===== config.mk =====
export PLATFORM = sky130hd
export DESIGN_NAME = fpga_link_param
export DESIGN_NICKNAME = d
export VERILOG_FILES = /design/src/rtl/fpga_link_param.sv
export SDC_FILE = /design/constraint.sdc
export NUM_CORES = 1
export LEC_CHECK = 0
export ABC_AREA = 1
export ABC_CLOCK_PERIOD_IN_PS = 2900
export CORE_AREA = 2 2 81 64
export CTS_BUF_LIST = sky130_fd_sc_hd__clkbuf_8
export CTS_CLUSTER_DIAMETER = 100
export DETAILED_ROUTE_END_ITERATION = 7
export DIE_AREA = 0 0 83 66
export PLACE_DENSITY = 0.65
export SLEW_MARGIN = 20
export SYNTH_ARGS = -nofsm -noshare
export SYNTH_HDL_FRONTEND = slang
export SYNTH_SLANG_ARGS = --single-unit

===== constraint.sdc =====
create_clock -name clock -period 2.9 [get_ports clock]
set_input_delay 0.58 -clock clock [delete_from_list [all_inputs] [get_ports clock]]
set_output_delay 0.58 -clock clock [all_outputs]
set_load 0.005 [all_outputs]

===== src/rtl/fpga_link_param.sv =====
// Full-duplex async serial link: framed TX shifter and oversampled RX.
// Define FPGA_LINK_PARITY_EN to append and check an even-parity bit.
module fpga_link_param #(
    parameter int DATA_WIDTH = 8,
    parameter int BIT_CYCLES = 4
) (
    input  logic                  clock,
    input  logic                  reset,
    input  logic [DATA_WIDTH-1:0] data_in,
    input  logic                  start,
    output logic                  busy,
    output logic                  tx_line,
    input  logic                  rx_line,
    output logic [DATA_WIDTH-1:0] data_out,
    output logic                  received,
    input  logic                  processed,
    output logic                  frame_error,
    output logic                  overrun
);

    localparam int CW = $clog2(BIT_CYCLES);
    localparam int IW = (DATA_WIDTH > 1) ? $clog2(DATA_WIDTH) : 1;
    localparam logic [CW-1:0] CNT_LAST = CW'(BIT_CYCLES - 1);
    localparam logic [CW-1:0] CNT_HALF = CW'(BIT_CYCLES / 2 - 1);
    localparam logic [IW-1:0] IDX_LAST = IW'(DATA_WIDTH - 1);

    typedef enum logic [2:0] {
        TX_IDLE,
        TX_START,
        TX_DATA,
`ifdef FPGA_LINK_PARITY_EN
        TX_PARITY,
`endif
        TX_STOP
    } tx_state_t;

    typedef enum logic [2:0] {
        RX_IDLE,
        RX_START,
        RX_DATA,
`ifdef FPGA_LINK_PARITY_EN
        RX_PARITY,
`endif
        RX_STOP
    } rx_state_t;

    tx_state_t             tx_state, tx_next;
    logic [CW-1:0]         tx_cnt, tx_cnt_next;
    logic [IW-1:0]         tx_idx, tx_idx_next;
    logic [DATA_WIDTH-1:0] tx_shift, tx_shift_next;
    logic                  tx_bit_end;

    rx_state_t             rx_state, rx_next;
    logic [1:0]            rx_sync;
    logic                  rx_s;
    logic [CW-1:0]         rx_cnt, rx_cnt_next;
    logic [IW-1:0]         rx_idx, rx_idx_next;
    logic [DATA_WIDTH-1:0] rx_shift, rx_shift_next;
    logic                  rx_wait, rx_wait_next;
    logic                  rx_bad;
    logic [DATA_WIDTH-1:0] data_out_next;
    logic                  received_next;
    logic                  overrun_next;
    logic                  ferr_next;

`ifdef FPGA_LINK_PARITY_EN
    logic                  tx_par, tx_par_next;
    logic                  rx_perr, rx_perr_next;
    assign rx_bad = !rx_s || rx_perr;
`else
    assign rx_bad = !rx_s;
`endif

    assign rx_s       = rx_sync[1];
    assign tx_bit_end = (tx_cnt == CNT_LAST);

    always_comb begin
        tx_next       = tx_state;
        tx_cnt_next   = tx_bit_end ? '0 : tx_cnt + 1'b1;
        tx_idx_next   = tx_idx;
        tx_shift_next = tx_shift;
        busy          = 1'b1;
        tx_line       = 1'b1;
`ifdef FPGA_LINK_PARITY_EN
        tx_par_next   = tx_par;
`endif
        unique case (tx_state)
            TX_IDLE: begin
                busy        = 1'b0;
                tx_cnt_next = '0;
                if (start) begin
                    tx_next       = TX_START;
                    tx_shift_next = data_in;
`ifdef FPGA_LINK_PARITY_EN
                    tx_par_next   = ^data_in;
`endif
                end
            end
            TX_START: begin
                tx_line = 1'b0;
                if (tx_bit_end) begin
                    tx_next     = TX_DATA;
                    tx_idx_next = '0;
                end
            end
            TX_DATA: begin
                tx_line = tx_shift[0];
                if (tx_bit_end) begin
                    tx_shift_next = tx_shift >> 1;
                    tx_idx_next   = tx_idx + 1'b1;
                    if (tx_idx == IDX_LAST) begin
`ifdef FPGA_LINK_PARITY_EN
                        tx_next = TX_PARITY;
`else
                        tx_next = TX_STOP;
`endif
                    end
                end
            end
`ifdef FPGA_LINK_PARITY_EN
            TX_PARITY: begin
                tx_line = tx_par;
                if (tx_bit_end) tx_next = TX_STOP;
            end
`endif
            TX_STOP: begin
                if (tx_bit_end) tx_next = TX_IDLE;
            end
            default: tx_next = TX_IDLE;
        endcase
    end

    always_comb begin
        rx_next       = rx_state;
        rx_cnt_next   = rx_cnt + 1'b1;
        rx_idx_next   = rx_idx;
        rx_shift_next = rx_shift;
        rx_wait_next  = rx_wait;
        data_out_next = data_out;
        received_next = received;
        overrun_next  = overrun;
        ferr_next     = 1'b0;
`ifdef FPGA_LINK_PARITY_EN
        rx_perr_next  = rx_perr;
`endif
        if (processed && received) begin
            received_next = 1'b0;
            overrun_next  = 1'b0;
        end
        unique case (rx_state)
            RX_IDLE: begin
                rx_cnt_next = '0;
                if (!rx_s) rx_next = RX_START;
            end
            RX_START: begin
                if (rx_cnt == CNT_HALF) begin
                    rx_cnt_next = '0;
                    rx_idx_next = '0;
                    rx_next     = rx_s ? RX_IDLE : RX_DATA;
                end
            end
            RX_DATA: begin
                if (rx_cnt == CNT_LAST) begin
                    rx_cnt_next   = '0;
                    rx_idx_next   = rx_idx + 1'b1;
                    rx_shift_next = DATA_WIDTH'({rx_s, rx_shift} >> 1);
                    if (rx_idx == IDX_LAST) begin
`ifdef FPGA_LINK_PARITY_EN
                        rx_next = RX_PARITY;
`else
                        rx_next = RX_STOP;
`endif
                    end
                end
            end
`ifdef FPGA_LINK_PARITY_EN
            RX_PARITY: begin
                if (rx_cnt == CNT_LAST) begin
                    rx_cnt_next  = '0;
                    rx_perr_next = rx_s != ^rx_shift;
                    rx_next      = RX_STOP;
                end
            end
`endif
            RX_STOP: begin
                if (rx_wait) begin
                    // a low stop bit may be a break; hold off until the line idles
                    rx_cnt_next = '0;
                    if (rx_s) begin
                        rx_wait_next = 1'b0;
                        rx_next      = RX_IDLE;
                    end
                end else if (rx_cnt == CNT_LAST) begin
                    rx_cnt_next = '0;
                    if (rx_bad) begin
                        ferr_next    = 1'b1;
                        rx_wait_next = !rx_s;
                        if (rx_s) rx_next = RX_IDLE;
                    end else begin
                        rx_next = RX_IDLE;
                        if (received && !processed) begin
                            overrun_next = 1'b1;
                        end else begin
                            data_out_next = rx_shift;
                            received_next = 1'b1;
                        end
                    end
                end
            end
            default: rx_next = RX_IDLE;
        endcase
    end

    always_ff @(posedge clock) begin
        if (reset) begin
            tx_state    <= TX_IDLE;
            tx_cnt      <= '0;
            tx_idx      <= '0;
            tx_shift    <= '0;
            rx_state    <= RX_IDLE;
            rx_sync     <= 2'b11;
            rx_cnt      <= '0;
            rx_idx      <= '0;
            rx_shift    <= '0;
            rx_wait     <= 1'b0;
            data_out    <= '0;
            received    <= 1'b0;
            overrun     <= 1'b0;
            frame_error <= 1'b0;
`ifdef FPGA_LINK_PARITY_EN
            tx_par      <= 1'b0;
            rx_perr     <= 1'b0;
`endif
        end else begin
            tx_state    <= tx_next;
            tx_cnt      <= tx_cnt_next;
            tx_idx      <= tx_idx_next;
            tx_shift    <= tx_shift_next;
            rx_state    <= rx_next;
            rx_sync     <= {rx_sync[0], rx_line};
            rx_cnt      <= rx_cnt_next;
            rx_idx      <= rx_idx_next;
            rx_shift    <= rx_shift_next;
            rx_wait     <= rx_wait_next;
            data_out    <= data_out_next;
            received    <= received_next;
            overrun     <= overrun_next;
            frame_error <= ferr_next;
`ifdef FPGA_LINK_PARITY_EN
            tx_par      <= tx_par_next;
            rx_perr     <= rx_perr_next;
`endif
        end
    end

endmodule


* Word-level counts from Yosys, hierarchy flattened
Cells that the tools add are included.
Widths: inputs -> output; s select.
** Cells by class
- Add/sub/neg operators :: 4
- $mul :: 0
- Divide/modulo/power cells :: 0
- $lt $le $gt $ge :: 0
- Equality and inequality tests :: 21
- Shift-type cells :: 0
- Muxes and demuxes :: 45
- Bitwise operators :: 4
- Reduce and logical (&&, ||, !) cells :: 18
** Operators by type and width (count)
- $mux 3 :: 15
- $pmux 3 s4 :: 2
- $ne 2x2->1 const B :: 9
- $mux 1 :: 17
- $mux 8 :: 2
- $pmux 8 s2 :: 1
- $reduce_and 5->1 :: 3
- $eq 3x2->1 const B :: 4
- $pmux 3 s2 :: 2
- $reduce_and 3->1 :: 3
- $mux 2 :: 4
- $pmux 2 s4 :: 1
- $add 3x1->3 const B :: 2
- $eq 3x1->1 const B :: 2
- $eq 3x3->1 const B :: 2
- $logic_not 3->1 :: 2
- $reduce_bool 2->1 :: 3
- $add 2x1->2 const B :: 2
- $eq 2x2->1 const B :: 2
- $not 1->1 :: 4
- $reduce_or 4->1 :: 1
- $ne 3x3->1 const B :: 1
- $reduce_or 3->1 :: 1
- $eq 2x1->1 const B :: 1
- other kinds (4) :: 6
** Storage, ports and cells
- Register bits after elaboration :: 46
- Latch bits :: 0
- RAM bits :: 0
- Bits in read-only memories :: 0
- Input port bits :: 13
- Output and inout port bits :: 13
- Logic and storage cells :: 106
- Memories :: 0

* Logic depth before layout (Yosys ltp)
Gate-level depths: netlist of the first run.
- Word-level depth :: 7
- Mapped depth :: 10
- Depth with buffers taken out :: 9

* Least setup slack after synthesis of the first run
OpenSTA, ideal clock, no wires.
- Path kind :: reg-to-output
- Start point :: reg tx_state[0]
- End point :: out tx_line
- Data arrival time :: 0.995 ns
- Data required time :: 2.320 ns
- Path slack :: 1.325 ns
- Stages on the path, launching flop included :: 5
- Path buffers :: 1
- Cell sequence :: dfxtp_1 > inv_1 > ha_1 > buf_2 > o21ai_0
** On the way
- Word-level cells in the longest chain between the ends :: 2
- Elaborated cells on any way between the ends :: 3
- Classes of those cells :: eq/ne: 2; mux: 1
** Ends and longest elaborated chain
- start: declaration :: line 47 : tx_state_t tx_state, tx_next;
- start signal: assignment :: line 235 : tx_state <= tx_next;
- $eq 3x2->1 or $eq 3x1->1 (tied branches) :: line 87 : unique case (tx_state)
- $pmux 1 s2 * :: line 87
- end: declaration :: line 12 : output logic tx_line,
Mark *: on every way between the ends. The rest lies on a longest branch, timed or not.

* Final worst setup path of the first run
Ends and elaborated chain as after synthesis.

==> impl_metrics.yaml, run 1 <==
status:
  outcome: "finished clean"
floorplanning:
  core_area_um2: 4710
  die-width_um: 83
  floorplan.rows: 22
  start_util_pct: 43.3
  io_pins: 26
  die_area_um2: 5480
  fp.dieH_um: 66
cells_and_area:
  drive_above_1_share_pct: 5.54
  n_antenna_cell: 0
  layout_common_cells: "nand2_1, dfxtp_1, nor2_1"
  layout_commonest_cell: "nand2_1"
  area_delta_synth_final_pct: 17.9
  nFillCells: 456
  utilization_pct: 51.1
  fin_cells: 367
  fin_nets: 333
power:
  power.internal_mw: 1.02
  power_frac_seq_pct: 46.9
  clockPowerShare_pct: 23.3
  pwr-share-comb_pct: 29.8
  sw_frac_of_total_pct: 35.0
  leakage_nw: 1.03
  power_density_nw_per_um2: 653
  ir_drop_mv: 0.396
  p_switching_uw: 549
synthesis:
  yosysWarnings: 0
  synthesis.nets: 309
  syn_avg_cell_area_um2: 7.21
  synthCells: 283
  yosysSeqAreaShare_pct: 43.2
  synthDistinctLibCells: 20
  netlist_area_um2: 2040
  synth-seq-cells: 44
worst_setup_path:
  path_cells: "inv_1 -> ha_1 -> o21ai_0 -> clkdlybuf4s50_1"
  cp_max_fo: 13
  end_kind: "output port"
  cpMaxStageDelayCell: "clkdlybuf4s50_1"
  crit_start: "tx_state[0]"
  max_stage_delay_ps: 520
  reg2reg_from: "tx_state[0]"
  worst-setup-path-type: "reg2out"
  startpoint_type: "register"
  required_ps: 2320
  arrival_ps: 1830
clocking:
  root_buffer: "clkbuf_8"
  holdBufCountCts: 0
  cts_setup_buffers: 0
  cts.sinks: 44
  postCtsResizedCells: 0
  htreeDepth: 2
  cts_buffers: 5
  clk_latency_ps: 300
  clk_path_buf_depth: 2
  cts_tree: "built"
  path_clk_slew_ps: 80
grt:
  grt.total_usage_pct: 15.1
  grt_pass1_vias: 1498
  overflow: 0
  antenna_found_initial: 0
  grt_pass1_wl_um: 6690
  grt_start_max_net_pins: 28
routing:
  drt_iter0_markers: 137
  dr.pass1.iters: 4
  drc: 0
  num_vias: 1720
  viasPerCell: 4.69
  finalWirelength_um: 3810
  ant_nets: 0
  wl_per_cell_um: 10.4
placement:
  port_buffers: 25
  dp.cells: 360
  place_ws_ps: 798
  hpwl_um: 2730
  gp_congestion: 0.808
sta:
  tightest_slew_ps: 453
  hold_viol: 0
  slew_headroom_pct: 69.8
  timing.fmax_mhz: 414
  post-route-period-util_pct: 83.3
  finalSetupViolations: 0
  setup_ws_ps: 486
  slew_violations: 0
  setup_tns_ps: 0
  holdWs_ps: 413
  rsz0062_at_grt: "false"
  min_period_ps: 2410
  skew_ps: 9.72
worst_hold_path:
  min_path_type: "reg2reg"
  min-delay-start: "rx_sync[0]"
run:
  cap_violations: 0
## kinds of logic after synthesis
group	Yosys count	synth area share [%]
AO/OA/AOI/OAI	45	11.8
adder cells (fa/ha/maj)	13	7.98
buffers and inverters	40	8.34
flip-flops	44	43.2
AND/OR/NAND/NOR	141	28.7
## sequential cells by signal, indices dropped and copies added (netlist names)
| signal | cells |
|---|---|
| rx_wait | 1 |
| rx_idx | 3 |
| rx_state | 2 |
| rx_cnt | 2 |
| frame_error | 1 |
| rx_shift | 8 |
| received | 1 |
| tx_cnt | 2 |
| tx_idx | 3 |
| rx_sync | 2 |
| tx_state | 2 |
| overrun | 1 |
| data_out | 8 |
| tx_shift | 8 |
## per-stage QoR
| stage | instance area, um^2 | total power, mW |
|---|---|---|
| final | 2400 | 1.57 |
| after global routing | 2400 | 1.70 |
| after CTS | 2400 | 1.58 |
| after detailed placement | 2320 | 1.22 |
| after global placement | 2320 | 1.21 |
| after floorplan | 2040 | 1.10 |
## final cells by class
type | count | area, um^2 | area share (%)
Multi-Input combinational cell | 199 | 988 | 41.1
Timing Repair Buffer | 27 | 265 | 11.0
Inverter | 30 | 113 | 4.69
Tap cell | 60 | 75.1 | 3.12
Sequential cell | 44 | 881 | 36.6
Clock buffer | 5 | 68.8 | 2.86
Clock inverter | 2 | 12.5 | 0.521
## worst paths after layout
path / to / slack [ps] / cells after the start
hold / removal: rx_sync[1] / 410 / 1
setup / recovery: tx_line / 490 / 4
setup reg to reg: tx_shift[3] / 980 / 7
hold reg to reg: rx_sync[1] / 410 / 1
## cell usage after synthesis
cell,instances,area (um^2)
clkbuf_1,3,11.3
a21oi_4,1,16.3
nor3_2,1,10.0
ha_1,13,163
nand3_1,24,120
a221oi_1,1,8.76
o21ai_0,17,85.1
nor3_1,1,5.00
nand2_2,2,12.5
nand2_1,74,278
buf_4,2,15.0
nor2_2,1,6.26
buf_6,1,11.3
nor2_1,35,131
dfxtp_1,44,881
inv_1,30,113
a21oi_1,26,130
buf_2,4,20.0
or2_2,2,12.5
nand3_2,1,10.0
## critical path: cells and delay by family, from the launching register on
| kind | cells | cell delay, ps |
|---|---|---|
| AO/OA/AOI/OAI | 1 | 200 |
| adder cells (fa/ha/maj) | 1 | 350 |
| buffers and inverters | 2 | 600 |
| flip-flops | 1 | 390 |
## power by group through the flow
stage | combinational (mW) | sequential [mW] | clock (mW)
after CTS | 0.468 | 0.737 | 0.376
after global routing | 0.546 | 0.749 | 0.403
after global placement | 0.463 | 0.749 | 0
after detailed placement | 0.465 | 0.751 | 0
after floorplan | 0.377 | 0.728 | 0
final | 0.467 | 0.736 | 0.366
## routing by layer
layer / track usage (%) / up-vias / wire, um
met5: 0 / - / 0
met4: 6.76 / 0 / 68
met3: 3.50 / 7 / 94
met2: 21.5 / 18 / 1510
met1: 21.8 / 749 / 2130
li1: - / 946 / -
Note: power is estimated with default switching activity, not from simulation.
==> run 2, diff against run 1 <==
--- a/config.mk
+++ b/config.mk
@@ -6,13 +6,13 @@
 export NUM_CORES = 1
 export LEC_CHECK = 0
 export ABC_AREA = 1
-export ABC_CLOCK_PERIOD_IN_PS = 2900
+export ABC_CLOCK_PERIOD_IN_PS = 2000
 export CORE_AREA = 2 2 81 64
 export CTS_BUF_LIST = sky130_fd_sc_hd__clkbuf_8
 export CTS_CLUSTER_DIAMETER = 100
 export DETAILED_ROUTE_END_ITERATION = 7
 export DIE_AREA = 0 0 83 66
-export PLACE_DENSITY = 0.65
+export PLACE_DENSITY = 0.68
 export SLEW_MARGIN = 20
 export SYNTH_ARGS = -nofsm -noshare
 export SYNTH_HDL_FRONTEND = slang
==> constraint.sdc (replaced) <==
create_clock -name clock -period 2 [get_ports clock]
set_input_delay 0.4 -clock clock [delete_from_list [all_inputs] [get_ports clock]]
set_output_delay 0.4 -clock clock [all_outputs]
set_load 0.005 [all_outputs]
==> run 2 against run 1 <==
Compared with the run above: design area grew 1.4%; non-clock buffer count up 3; power rose by 48%; global-route usage decreased by 0.14 points; final cell count up 1.1%; critical path depth unchanged; sequential power up 45%; critical path type unchanged.
==> impl_metrics.yaml, run 2 (synthesized netlist as in run 1, its figures left out) <==
status:
  outcome: "finished clean"
grt:
  grt_pass1_vias: 1618
  overflow: 0
  grt.total_usage_pct: 15.0
  antenna_found_initial: 0
  grt_start_max_net_pins: 28
  grt_pass1_wl_um: 6880
floorplanning:
  io_pins: 26
  start_util_pct: 43.3
  floorplan.rows: 22
  fp.dieH_um: 66
  die-width_um: 83
  core_area_um2: 4710
  die_area_um2: 5480
power:
  sw_frac_of_total_pct: 34.0
  pwr-share-comb_pct: 30.1
  p_switching_uw: 789
  power_density_nw_per_um2: 951
  leakage_nw: 1.06
  power_frac_seq_pct: 46.1
  ir_drop_mv: 0.488
  power.internal_mw: 1.53
  clockPowerShare_pct: 23.7
routing:
  ant_nets: 0
  finalWirelength_um: 3780
  drc: 0
  viasPerCell: 4.70
  wl_per_cell_um: 10.2
  drt_iter0_markers: 107
  num_vias: 1744
  dr.pass1.iters: 4
cells_and_area:
  fin_nets: 336
  fin_area_um2: 2440
  top_regs: "data_out (8), rx_shift (8), tx_shift (8)"
  layout_common_cells: "nand2_1, dfxtp_1, nor2_1"
  drive_above_1_share_pct: 7.07
  n_antenna_cell: 0
  layout_commonest_cell: "nand2_1"
  area_delta_synth_final_pct: 19.4
sta:
  finalSetupViolations: 0
  setup_ws_ps: 134
  min_period_ps: 1870
  slew_headroom_pct: 68.2
  timing.fmax_mhz: 536
  rsz0062_at_grt: "false"
  skew_ps: 2.83
  slew_violations: 0
  post-route-period-util_pct: 93.3
  tightest_slew_ps: 477
  hold_viol: 0
  setup_tns_ps: 0
worst_setup_path:
  path_buf_inv: 3
  critical-path-top-delay-family: "buffers and inverters"
  required_ps: 1600
  max_stage_delay_ps: 490
  cpMaxStageDelayCell: "clkdlybuf4s50_1"
  worst-setup-path-type: "reg2out"
  startpoint_type: "register"
  end_kind: "output port"
  arrival_ps: 1470
  cp_max_fo: 4
  path_cells: "inv_1 -> ha_1 -> inv_2 -> clkdlybuf4s50_1"
run:
  cap_violations: 0
clocking:
  path_clk_slew_ps: 80
  clk_path_buf_depth: 2
  cts.sinks: 44
  cts_buffers: 5
  clk_latency_ps: 280
  root_buffer: "clkbuf_8"
  holdBufCountCts: 0
  cts_tree: "built"
  htreeDepth: 2
placement:
  place_ws_ps: 234
  gp_congestion: 0.855
  hpwl_um: 2730
  port_buffers: 25
  dpl-instance-area_um2: 2340
worst_hold_path:
  min_path_type: "reg2reg"
run 2: path summary, 6_finish.rpt:
kind	start	to	slack, ps	cells after the start
worst max-delay path	tx_state[0]	busy	130	4
worst max register to register	tx_state[0]	tx_shift[3]	230	8
worst min register to register	rx_sync[0]	rx_sync[1]	410	1
worst min-delay path	rx_sync[0]	rx_sync[1]	410	1
run 2: layer usage:
layer	vias to the layer above	routed length, um	global-route usage (%)	share of wire [%]
met2	28	1580	24.2	42
met3	2	135	3.37	3.6
met5	-	0	0	0
met4	0	18	3.69	0.48
li1	953	-	-	-
met1	761	2050	20.5	54
run 2: power groups by stage:
stage          Combinational (mW)  Sequential, mW  Clock [mW]
3_3_place_gp                0.676            1.08           0
3_5_place_dp                0.682            1.09           0
6_report                    0.699            1.07       0.549
4_1_cts                     0.682            1.07       0.571
2_1_floorplan               0.547            1.05           0
5_1_grt                     0.812            1.08       0.606
run 2: repair_timing:
item                                    in CTS  in global routing
setup buffers                                0                  1
endpoints found under the hold margin        0                  0
endpoints found under the setup margin       2                  1
resized for setup                            4                  0
run 2: final cells by class:
type | instances | area (um^2)
repair buffers | 30 | 287
clock buffers | 6 | 82.6
inverters | 30 | 113
clock inverters | 2 | 7.51
fillers | 471 | 2270
well taps | 60 | 75.1
flip-flops and latches | 44 | 883
multi-input cells | 199 | 988
run 2: through the flow:
step / instances / utilization, % / total power, mW / hold WS (ps)
after floorplan: 283 / - / 1.60 / 389
after global placement: 362 / 49.7 / 1.76 / 394
after detailed placement: 362 / 49.7 / 1.77 / 395
after CTS: 370 / 51.6 / 2.32 / 414
after global routing: 371 / 51.8 / 2.50 / 433
final: 371 / 51.8 / 2.32 / 413
==> run 3, diff against run 2 <==
--- a/config.mk
+++ b/config.mk
@@ -17,3 +17,4 @@
 export SYNTH_ARGS = -nofsm -noshare
 export SYNTH_HDL_FRONTEND = slang
 export SYNTH_SLANG_ARGS = --single-unit
+export TNS_END_PERCENT = 5
==> results of run 3 <==
Same layout as run 2: the final DEF is identical, and so are final timing and power.
